## config.mk

```make
export PLATFORM = sky130hd
export DESIGN_NAME = avr_intc
export DESIGN_NICKNAME = d
export VERILOG_FILES = /design/src/rtl/avr_intc.sv
export SDC_FILE = /design/constraint.sdc
export NUM_CORES = 1
export LEC_CHECK = 0
export ABC_AREA = 1
export CORE_ASPECT_RATIO = 0.9
export CORE_UTILIZATION = 52
export CTS_BUF_LIST = sky130_fd_sc_hd__clkbuf_4
export DETAILED_ROUTE_END_ITERATION = 8
export PLACE_DENSITY = 0.88
export SLEW_MARGIN = 20
export SYNTH_ARGS = -nofsm -noshare
export SYNTH_HDL_FRONTEND = slang
export SYNTH_SLANG_ARGS = --single-unit
```

## constraint.sdc

```tcl
create_clock -name clock -period 1.99 [get_ports clock]
set_input_delay 0.2985 -clock clock [delete_from_list [all_inputs] [get_ports clock]]
set_output_delay 0.2985 -clock clock [all_outputs]
set_load 0.05 [all_outputs]
```

## src/rtl/avr_intc.sv

```systemverilog
// avr_intc: 8-source interrupt controller for the AVR core (synchronize, edge-detect, mask, prioritise, handshake).
// Optional periodic timer on source 7 is enabled by defining AVR_INTC_TIMER_EN.

module avr_intc_src (
    input  logic clock,
    input  logic reset_n,
    input  logic irq_i,
    input  logic tmr_edge_i,
    input  logic ack_clr_i,
    input  logic sw_clr_i,
    output logic pend_o
);
    logic s1_q, s2_q, p_q, pend_q;
    logic edge_w, pend_d;

    // A new edge always wins over either clear so it is never lost.
    assign edge_w = (s2_q & ~p_q) | tmr_edge_i;
    assign pend_d = edge_w | (pend_q & ~ack_clr_i & ~sw_clr_i);

    always_ff @(posedge clock or negedge reset_n) begin
        if (!reset_n) begin
            s1_q   <= 1'b0;
            s2_q   <= 1'b0;
            p_q    <= 1'b0;
            pend_q <= 1'b0;
        end else begin
            s1_q   <= irq_i;
            s2_q   <= s1_q;
            p_q    <= s2_q;
            pend_q <= pend_d;
        end
    end

    assign pend_o = pend_q;
endmodule

module avr_intc #(
    parameter logic [15:0] BASE = 16'h1800,
    parameter int          NSRC = 8
) (
    input  logic        clock,
    input  logic        reset_n,
    input  logic [7:0]  irq,
    input  logic [15:0] address,
    input  logic [7:0]  data_w,
    input  logic        we,
    output logic [7:0]  data_r,
    output logic        sel,
    input  logic        ack,
    output logic        intr,
    output logic [2:0]  vect
);
    typedef enum logic [1:0] {S_IDLE, S_REQ, S_GAP} state_t;

    state_t            state_q;
    logic              intr_q;
    logic [2:0]        vect_q;
    logic [NSRC-1:0]   mask_q;
    logic [NSRC-1:0]   pend;
    logic [NSRC-1:0]   masked;
    logic [NSRC-1:0]   ack_clr;
    logic [NSRC-1:0]   sw_clr;
    logic [NSRC-1:0]   tmr_edge;
    logic [15:0]       offset;
    logic              wr_en;
    logic [2:0]        win;
    logic [7:0]        rd_d;
    logic [7:0]        tmr_rd;

    assign offset = address - BASE;
    assign sel    = (offset[15:2] == 14'd0);
    assign wr_en  = we & sel;
    assign masked = pend & mask_q;

    genvar n;
    generate
        for (n = 0; n < NSRC; n++) begin : g_src
            assign ack_clr[n] = (state_q == S_REQ) & ack & (vect_q == 3'(n));
            assign sw_clr[n]  = wr_en & (offset[1:0] == 2'd1) & data_w[n];
            avr_intc_src u_src (
                .clock      (clock),
                .reset_n    (reset_n),
                .irq_i      (irq[n]),
                .tmr_edge_i (tmr_edge[n]),
                .ack_clr_i  (ack_clr[n]),
                .sw_clr_i   (sw_clr[n]),
                .pend_o     (pend[n])
            );
        end
    endgenerate

    // Lowest-numbered enabled pending source wins.
    always_comb begin
        win = 3'd0;
        for (int i = NSRC - 1; i >= 0; i--) begin
            if (masked[i]) win = 3'(i);
        end
    end

    always_ff @(posedge clock or negedge reset_n) begin
        if (!reset_n) begin
            mask_q <= '0;
        end else if (wr_en && offset[1:0] == 2'd0) begin
            mask_q <= data_w;
        end
    end

    always_ff @(posedge clock or negedge reset_n) begin
        if (!reset_n) begin
            state_q <= S_IDLE;
            intr_q  <= 1'b0;
            vect_q  <= 3'd0;
        end else begin
            case (state_q)
                S_IDLE: begin
                    if (|masked) begin
                        vect_q  <= win;
                        intr_q  <= 1'b1;
                        state_q <= S_REQ;
                    end
                end
                S_REQ: begin
                    // Ack beats a simultaneous withdrawal; vect is never re-arbitrated here.
                    if (ack) begin
                        intr_q  <= 1'b0;
                        state_q <= S_GAP;
                    end else if (!(pend[vect_q] & mask_q[vect_q])) begin
                        intr_q  <= 1'b0;
                        state_q <= S_IDLE;
                    end
                end
                S_GAP: begin
                    state_q <= S_IDLE;
                end
                default: begin
                    intr_q  <= 1'b0;
                    state_q <= S_IDLE;
                end
            endcase
        end
    end

`ifdef AVR_INTC_TIMER_EN
    logic [7:0]  tmr_q;
    logic [7:0]  tick_q;
    logic [15:0] presc_q;
    logic        tpulse_q;

    // Prescaler wraps every 256 clocks; tick counter divides that by TIMER.
    always_ff @(posedge clock or negedge reset_n) begin
        if (!reset_n) begin
            tmr_q    <= 8'd0;
            tick_q   <= 8'd0;
            presc_q  <= 16'd0;
            tpulse_q <= 1'b0;
        end else if (wr_en && offset[1:0] == 2'd3) begin
            tmr_q    <= data_w;
            tick_q   <= data_w;
            presc_q  <= 16'd0;
            tpulse_q <= 1'b0;
        end else if (tmr_q != 8'd0) begin
            tpulse_q <= 1'b0;
            if (presc_q == 16'd255) begin
                presc_q <= 16'd0;
                if (tick_q <= 8'd1) begin
                    tick_q   <= tmr_q;
                    tpulse_q <= 1'b1;
                end else begin
                    tick_q <= tick_q - 8'd1;
                end
            end else begin
                presc_q <= presc_q + 16'd1;
            end
        end else begin
            presc_q  <= 16'd0;
            tpulse_q <= 1'b0;
        end
    end

    assign tmr_edge = {tpulse_q, {(NSRC-1){1'b0}}};
    assign tmr_rd   = tmr_q;
`else
    assign tmr_edge = '0;
    assign tmr_rd   = 8'h00;
`endif

    always_comb begin
        rd_d = 8'h00;
        case (offset[1:0])
            2'd0:    rd_d = mask_q;
            2'd1:    rd_d = pend;
            2'd2:    rd_d = {intr_q, 4'b0000, vect_q};
            default: rd_d = tmr_rd;
        endcase
    end

    assign data_r = sel ? rd_d : 8'h00;
    assign intr   = intr_q;
    assign vect   = vect_q;
endmodule

```

==> Word-level counts from Yosys, hierarchy flattened <==
Cells that the tools add are included.
{ "totals": {"regBits": 46, "word_cells": 160, "out_inout_bits": 13} }
{ "op_classes": {"n_bitwise": 78, "reduce_logical": 9, "n_lt_le_gt_ge": 1, "n_eq_ne": 13, "n_mux": 22, "n_addsub": 1} }
{ "ops": {"columns": ["operator", "count"], "rows": [
  ["AND 1 bit", 44],
  ["inverter 1 bit", 25],
  ["2-to-1 mux 3 bit", 8],
  ["case mux 8 bit (3 select lines)", 1],
  ["subtractor 16 x 13 -> 16 bit, second input constant", 1],
  ["zero test 14 bit", 1],
  ["== test 3 bit, second input constant", 4],
  ["AND 8 bit", 1],
  ["2-to-1 mux 8 bit", 1],
  ["OR 1 bit", 8],
  ["OR reduction 8 bit", 1],
  ["binary-select mux 1 bit (select 3 bit)", 2],
  ["== test 3 x 2 -> 1 bit, second input constant", 2],
  ["2-to-1 mux 2 bit", 3],
  ["2-to-1 mux 1 bit", 5],
  ["== test 2 x 1 -> 1 bit, second input constant", 2],
  ["== test 2 bit, second input constant", 2],
  ["zero test 2 bit", 2],
  ["less-than comparator 3 x 4 -> 1 bit, second input constant", 1],
  ["case mux 2 bit (2 select lines)", 1],
  ["AND reduction 2 bit", 2],
  ["== test 3 x 1 -> 1 bit, second input constant", 1],
  ["zero test 3 bit", 1],
  ["inequality test 3 bit, second input constant", 1],
  ["4 further kinds", 4]
]} }

==> Longest topological paths before layout <==
{ "depth": {"depth_word": 9, "depth_mapped": 11, "depth_no_buf": 11} }

==> Modules after synthesis <==
Synthesis repeated with hierarchy kept, for this count alone.
{ "hier_totals": {"hier_cells": 273, "hier_area_um2": 2213.4} }
{ "by_module_without_submodules": {"columns": ["module", "instances", "seq_area_each_um2", "cells_per_inst", "area_each_um2"], "rows": [
  ["avr_intc", 1, 350.3, 201, 1192.4],
  ["avr_intc_src", 8, 100.1, 9, 127.6]
]} }

==> Least setup slack after synthesis <==
No wires, ideal clock.
{ "synth_timing": {"path_kind": "input-to-output", "startpoint": "in address[11]", "endpoint": "out data_r[0]", "arrival_ns": 2.146, "required_time_ns": 1.691, "path_buffers": 1, "setup_slack_ns": -0.454, "cell_stages": 9, "path_cell_list": "ha_1 > nor2_1 > nand3b_1 > nor2_2 > nand2_1 > nor2_2 > buf_6 > inv_2 > a31oi_1"} }
{ "synth_between": {"elab_chain_len": 3} }
{ "synth_rtl": {"columns": ["item", "line_no", "rtl"], "rows": [
  ["start, declared", "44", "input logic [15:0] address,"],
  ["subtractor 16 x 13 -> 16 bit", "70", "assign offset = address - BASE;"],
  ["zero test 14 bit", "71", "assign sel = (offset[15:2] == 14'd0);"],
  ["via sel", "48", "output logic sel,"],
  ["2-to-1 mux 8 bit", "197", "assign data_r = sel ? rd_d : 8'h00;"],
  ["end, declared", "47", "output logic [7:0] data_r,"]
]} }
The timed path passes the listed nets, and every way through them passes these cells.

==> Worst setup path in the final report <==
{ "layout_timing": {"startpoint": "in address[1]", "endpoint": "out data_r[1]"} }
{ "layout_between": {"elab_chain_len": 4, "word_cells_on_any_way": 7} }
{ "layout_rtl": {"columns": ["item", "line_no", "rtl"], "rows": [
  ["subtractor 16 x 13 -> 16 bit (*)", "70", null],
  ["== test 2 bit, or another cell as far along", "189", "case (offset[1:0])"],
  ["case mux 8 bit (3 select lines)", "189", null],
  ["2-to-1 mux 8 bit (*)", "197", null]
]} }
Every way passes the cells marked *; elsewhere a longest branch is shown, timed or not.

==> impl_metrics.json <==
{
  "relSlewSlack": 0.638,
  "wl_per_cell_microns": 14.1,
  "synth_area_leaders": "dfrtp_1 52%, nand2_1 19%, inv_1 5.1%",
  "pin_count": 49,
  "powerDensity_nw_per_um2": 516,
  "critPathCapture": "data_r[1]",
  "placementRows": 22,
  "ff_latch_area_sq_um": 1150,
  "htree_levels": 2,
  "multi_input_area_sq_um": 1020,
  "grt_setup_unrepaired": "no",
  "gp_congestion": 0.914,
  "hold_viol": 32,
  "reg2reg_from": "vect[1]",
  "syn_area_sq_um": 2210,
  "n_fill_cell": 292,
  "p_total_mw": 1.56,
  "r2r_cells": 9,
  "finish.utilization": 0.744,
  "async_flop_share": 1.00,
  "violations": "design-rule violations, negative hold slack",
  "drive_gt1_frac": 0.190,
  "crit_type": "in -> out",
  "drt_pass1_iterations": 6,
  "postPlaceCellArea_sq_um": 2940,
  "clkLatencyLatePin_ps": 360,
  "max_freq_mhz": 517,
  "route.detailed.drc": 8,
  "whs_ps": -8.83,
  "tns_ps": 0,
  "synthMostInstantiatedCell": "nand2_1",
  "areaGrowthSynthToFinish_pct": 37.4,
  "cp.required_ps": 1690,
  "cts_root_buf": "clkbuf_4",
  "clock-sinks": 46,
  "core_sq_um": 4070,
  "ys_top_cells_by_count": "112 x nand2_1, 46 x dfrtp_1, 30 x inv_1",
  "fin_crit_ps": 1930,
  "grt_max_degree": 47,
  "post-place-cells": 367,
  "stdcell_area_sq_um": 3030,
  "cp-startpoint": "address[1]",
  "first_global_vias": 2018,
  "rr_endpoint": "intr",
  "drtIter0Drc": 158,
  "crit_path_top_delay_cell": "clkdlybuf4s50_1",
  "instances_no_fill": 374,
  "cp_max_fo": 9,
  "clockPowerShare": 0.269,
  "path_cells": "clkdlybuf4s50_1 > nor2_4 > nand2_1 > a31oi_4 > buf_12",
  "synthCells": 271,
  "antenna_cells": 0,
  "timing.final.ws_setup_ps": 55.4,
  "p_switching_uw": 392,
  "die_h_microns": 63.8,
  "yosysWarnings": 0,
  "synth-seq-cells": 46,
  "final.setup_skew_ps": 10.3,
  "p_int_mw": 1.17,
  "end_kind": "output port",
  "hpwl_mm": 3.96,
  "status": "complete, but fails checks",
  "ys.flop_type": "dfrtp_1",
  "dieArea_sq_um": 4510,
  "wl_mm": 5.28,
  "cts_tree": "built",
  "route.vias.total": 1986,
  "place_ws_ps": -281,
  "final_nets": 363,
  "power_frac_seq": 0.623,
  "overflow": 0,
  "swShare": 0.250,
  "synth_top_area_frac": 0.522,
  "hp-class": "in -> async",
  "power.leakage_nw": 1.50,
  "track_usage": 0.272,
  "clockBufferDepth": 2,
  "cts_buffers": 5,
  "yosys.cell_types.count": 26,
  "die_w_microns": 70.7,
  "via_per_inst": 5.31,
  "cap_violations": 0,
  "tightest_slew_ps": 543,
  "critPathLaunchType": "input port",
  "setup_viol": 0,
  "yosysSeqAreaShare": 0.522,
  "grt_pass1_wl_mm": 9.23,
  "cts.reportedPaths.clkPinSlew_ps": 130,
  "max_stage_delay_ps": 530,
  "antenna_found_initial": 0,
  "rrSetupSlack_ps": 580,
  "finalMaxSlewViolations": 0,
  "synth_top_area_cell": "dfrtp_1",
  "start_util": 0.541,
  "crit_arrival_ps": 1640,
  "ant_nets": 0,
  "synthesis.nets": 308,
  "synth-edff-count": 0,
  "peakVddDrop_mv": 0.575,
  "fin_crit_sh": 0.972,
  "io_buffers": 48,
  "syn_avg_cell_area_sq_um": 8.14,
  "p_comb_frac": 0.108
}
worst max-delay path, delay by kind of cell:
kind | cells | cell delay, ps
AO/OA/AOI/OAI | 1 | 230
AND/OR/NAND/NOR | 2 | 420
buffers and inverters | 2 | 690
registers in the layout (all words and copies together) (netlist names):
signal              count
g_src.u_src.s2_q        8
g_src.u_src.pend_o      8
g_src.u_src.s1_q        8
g_src.u_src.p_q         8
mask_q                  8
state_q                 2
intr                    1
vect                    3
cell usage in the layout, fill, tap and decap left out:
cell	n
nand2_1	111
dfrtp_1	46
inv_1	30
clkdlybuf4s50_1	23
nor2_1	10
buf_4	10
o21ai_2	9
buf_12	9
nand4_1	8
dlymetal6s2s_1	8
a31oi_1	7
nand3_1	6
nor2_2	5
a21oi_1	5
clkbuf_4	5
a21oi_4	4
a31oi_4	4
nand2_2	3
nor2_4	3
buf_2	3
inv_2	2
o21ai_1	2
clkinvlp_4	2
dlygate4sd2_1	2
xor2_1	1
nand3b_1	1
xnor2_1	1
inv_8	1
o31a_1	1
a21boi_0	1
nand3_4	1
o31ai_1	1
ha_4	1
worst min path at each step:
stage          cells past startpoint                  end                 from  slack (ps)
2_1_floorplan                      0   g_src[0].u_src.p_q              reset_n           3
3_3_place_gp                       0  g_src[0].u_src.s2_q  g_src[0].u_src.s1_q         330
4_1_cts                            2            mask_q[0]              reset_n           3
6_report                           2            mask_q[0]              reset_n          -9
5_1_grt                            2  g_src[7].u_src.s2_q              reset_n          30
3_5_place_dp                       0  g_src[0].u_src.s2_q  g_src[0].u_src.s1_q         340
layout make-up:
cell class                 count  share of cell area
clock buffer                   5              0.0124
tap                           48              0.0198
timing repair buffer          55               0.204
sequential                    46               0.380
inverter                      33              0.0434
multi-input combinational    185               0.336
clock inverter                 2             0.00495
timing repair:
action                     CTS  global route
hold buffers                 0             0
setup buffers                0             0
pin swaps                    6            11
resized for setup           14            12
setup endpoints to repair    9             9
metal layers:
| metal | routed length, microns | GRT usage |
|---|---|---|
| met1 | 2280 | 0.345 |
| met2 | 2560 | 0.462 |
| met3 | 314 | 0.0505 |
| met4 | 131 | 0.113 |
| met5 | 0 | 0 |
power by group through the flow:
stage / logic [mW] / registers (mW) / clock network (mW)
floorplan: 0.0488 / 0.996 / 0
global placement: 0.163 / 0.991 / 0
detailed placement: 0.168 / 0.993 / 0
CTS: 0.170 / 0.975 / 0.434
global route: 0.184 / 0.978 / 0.469
finish: 0.169 / 0.975 / 0.421
kinds of logic after synthesis:
family,synth area share
XOR/XNOR,0.00794
adder cells (fa/ha/maj),0.00567
buffers and inverters,0.0783
AO/OA/AOI/OAI,0.103
flip-flops,0.522
AND/OR/NAND/NOR,0.284
Note: power is estimated with default switching activity, not from simulation.
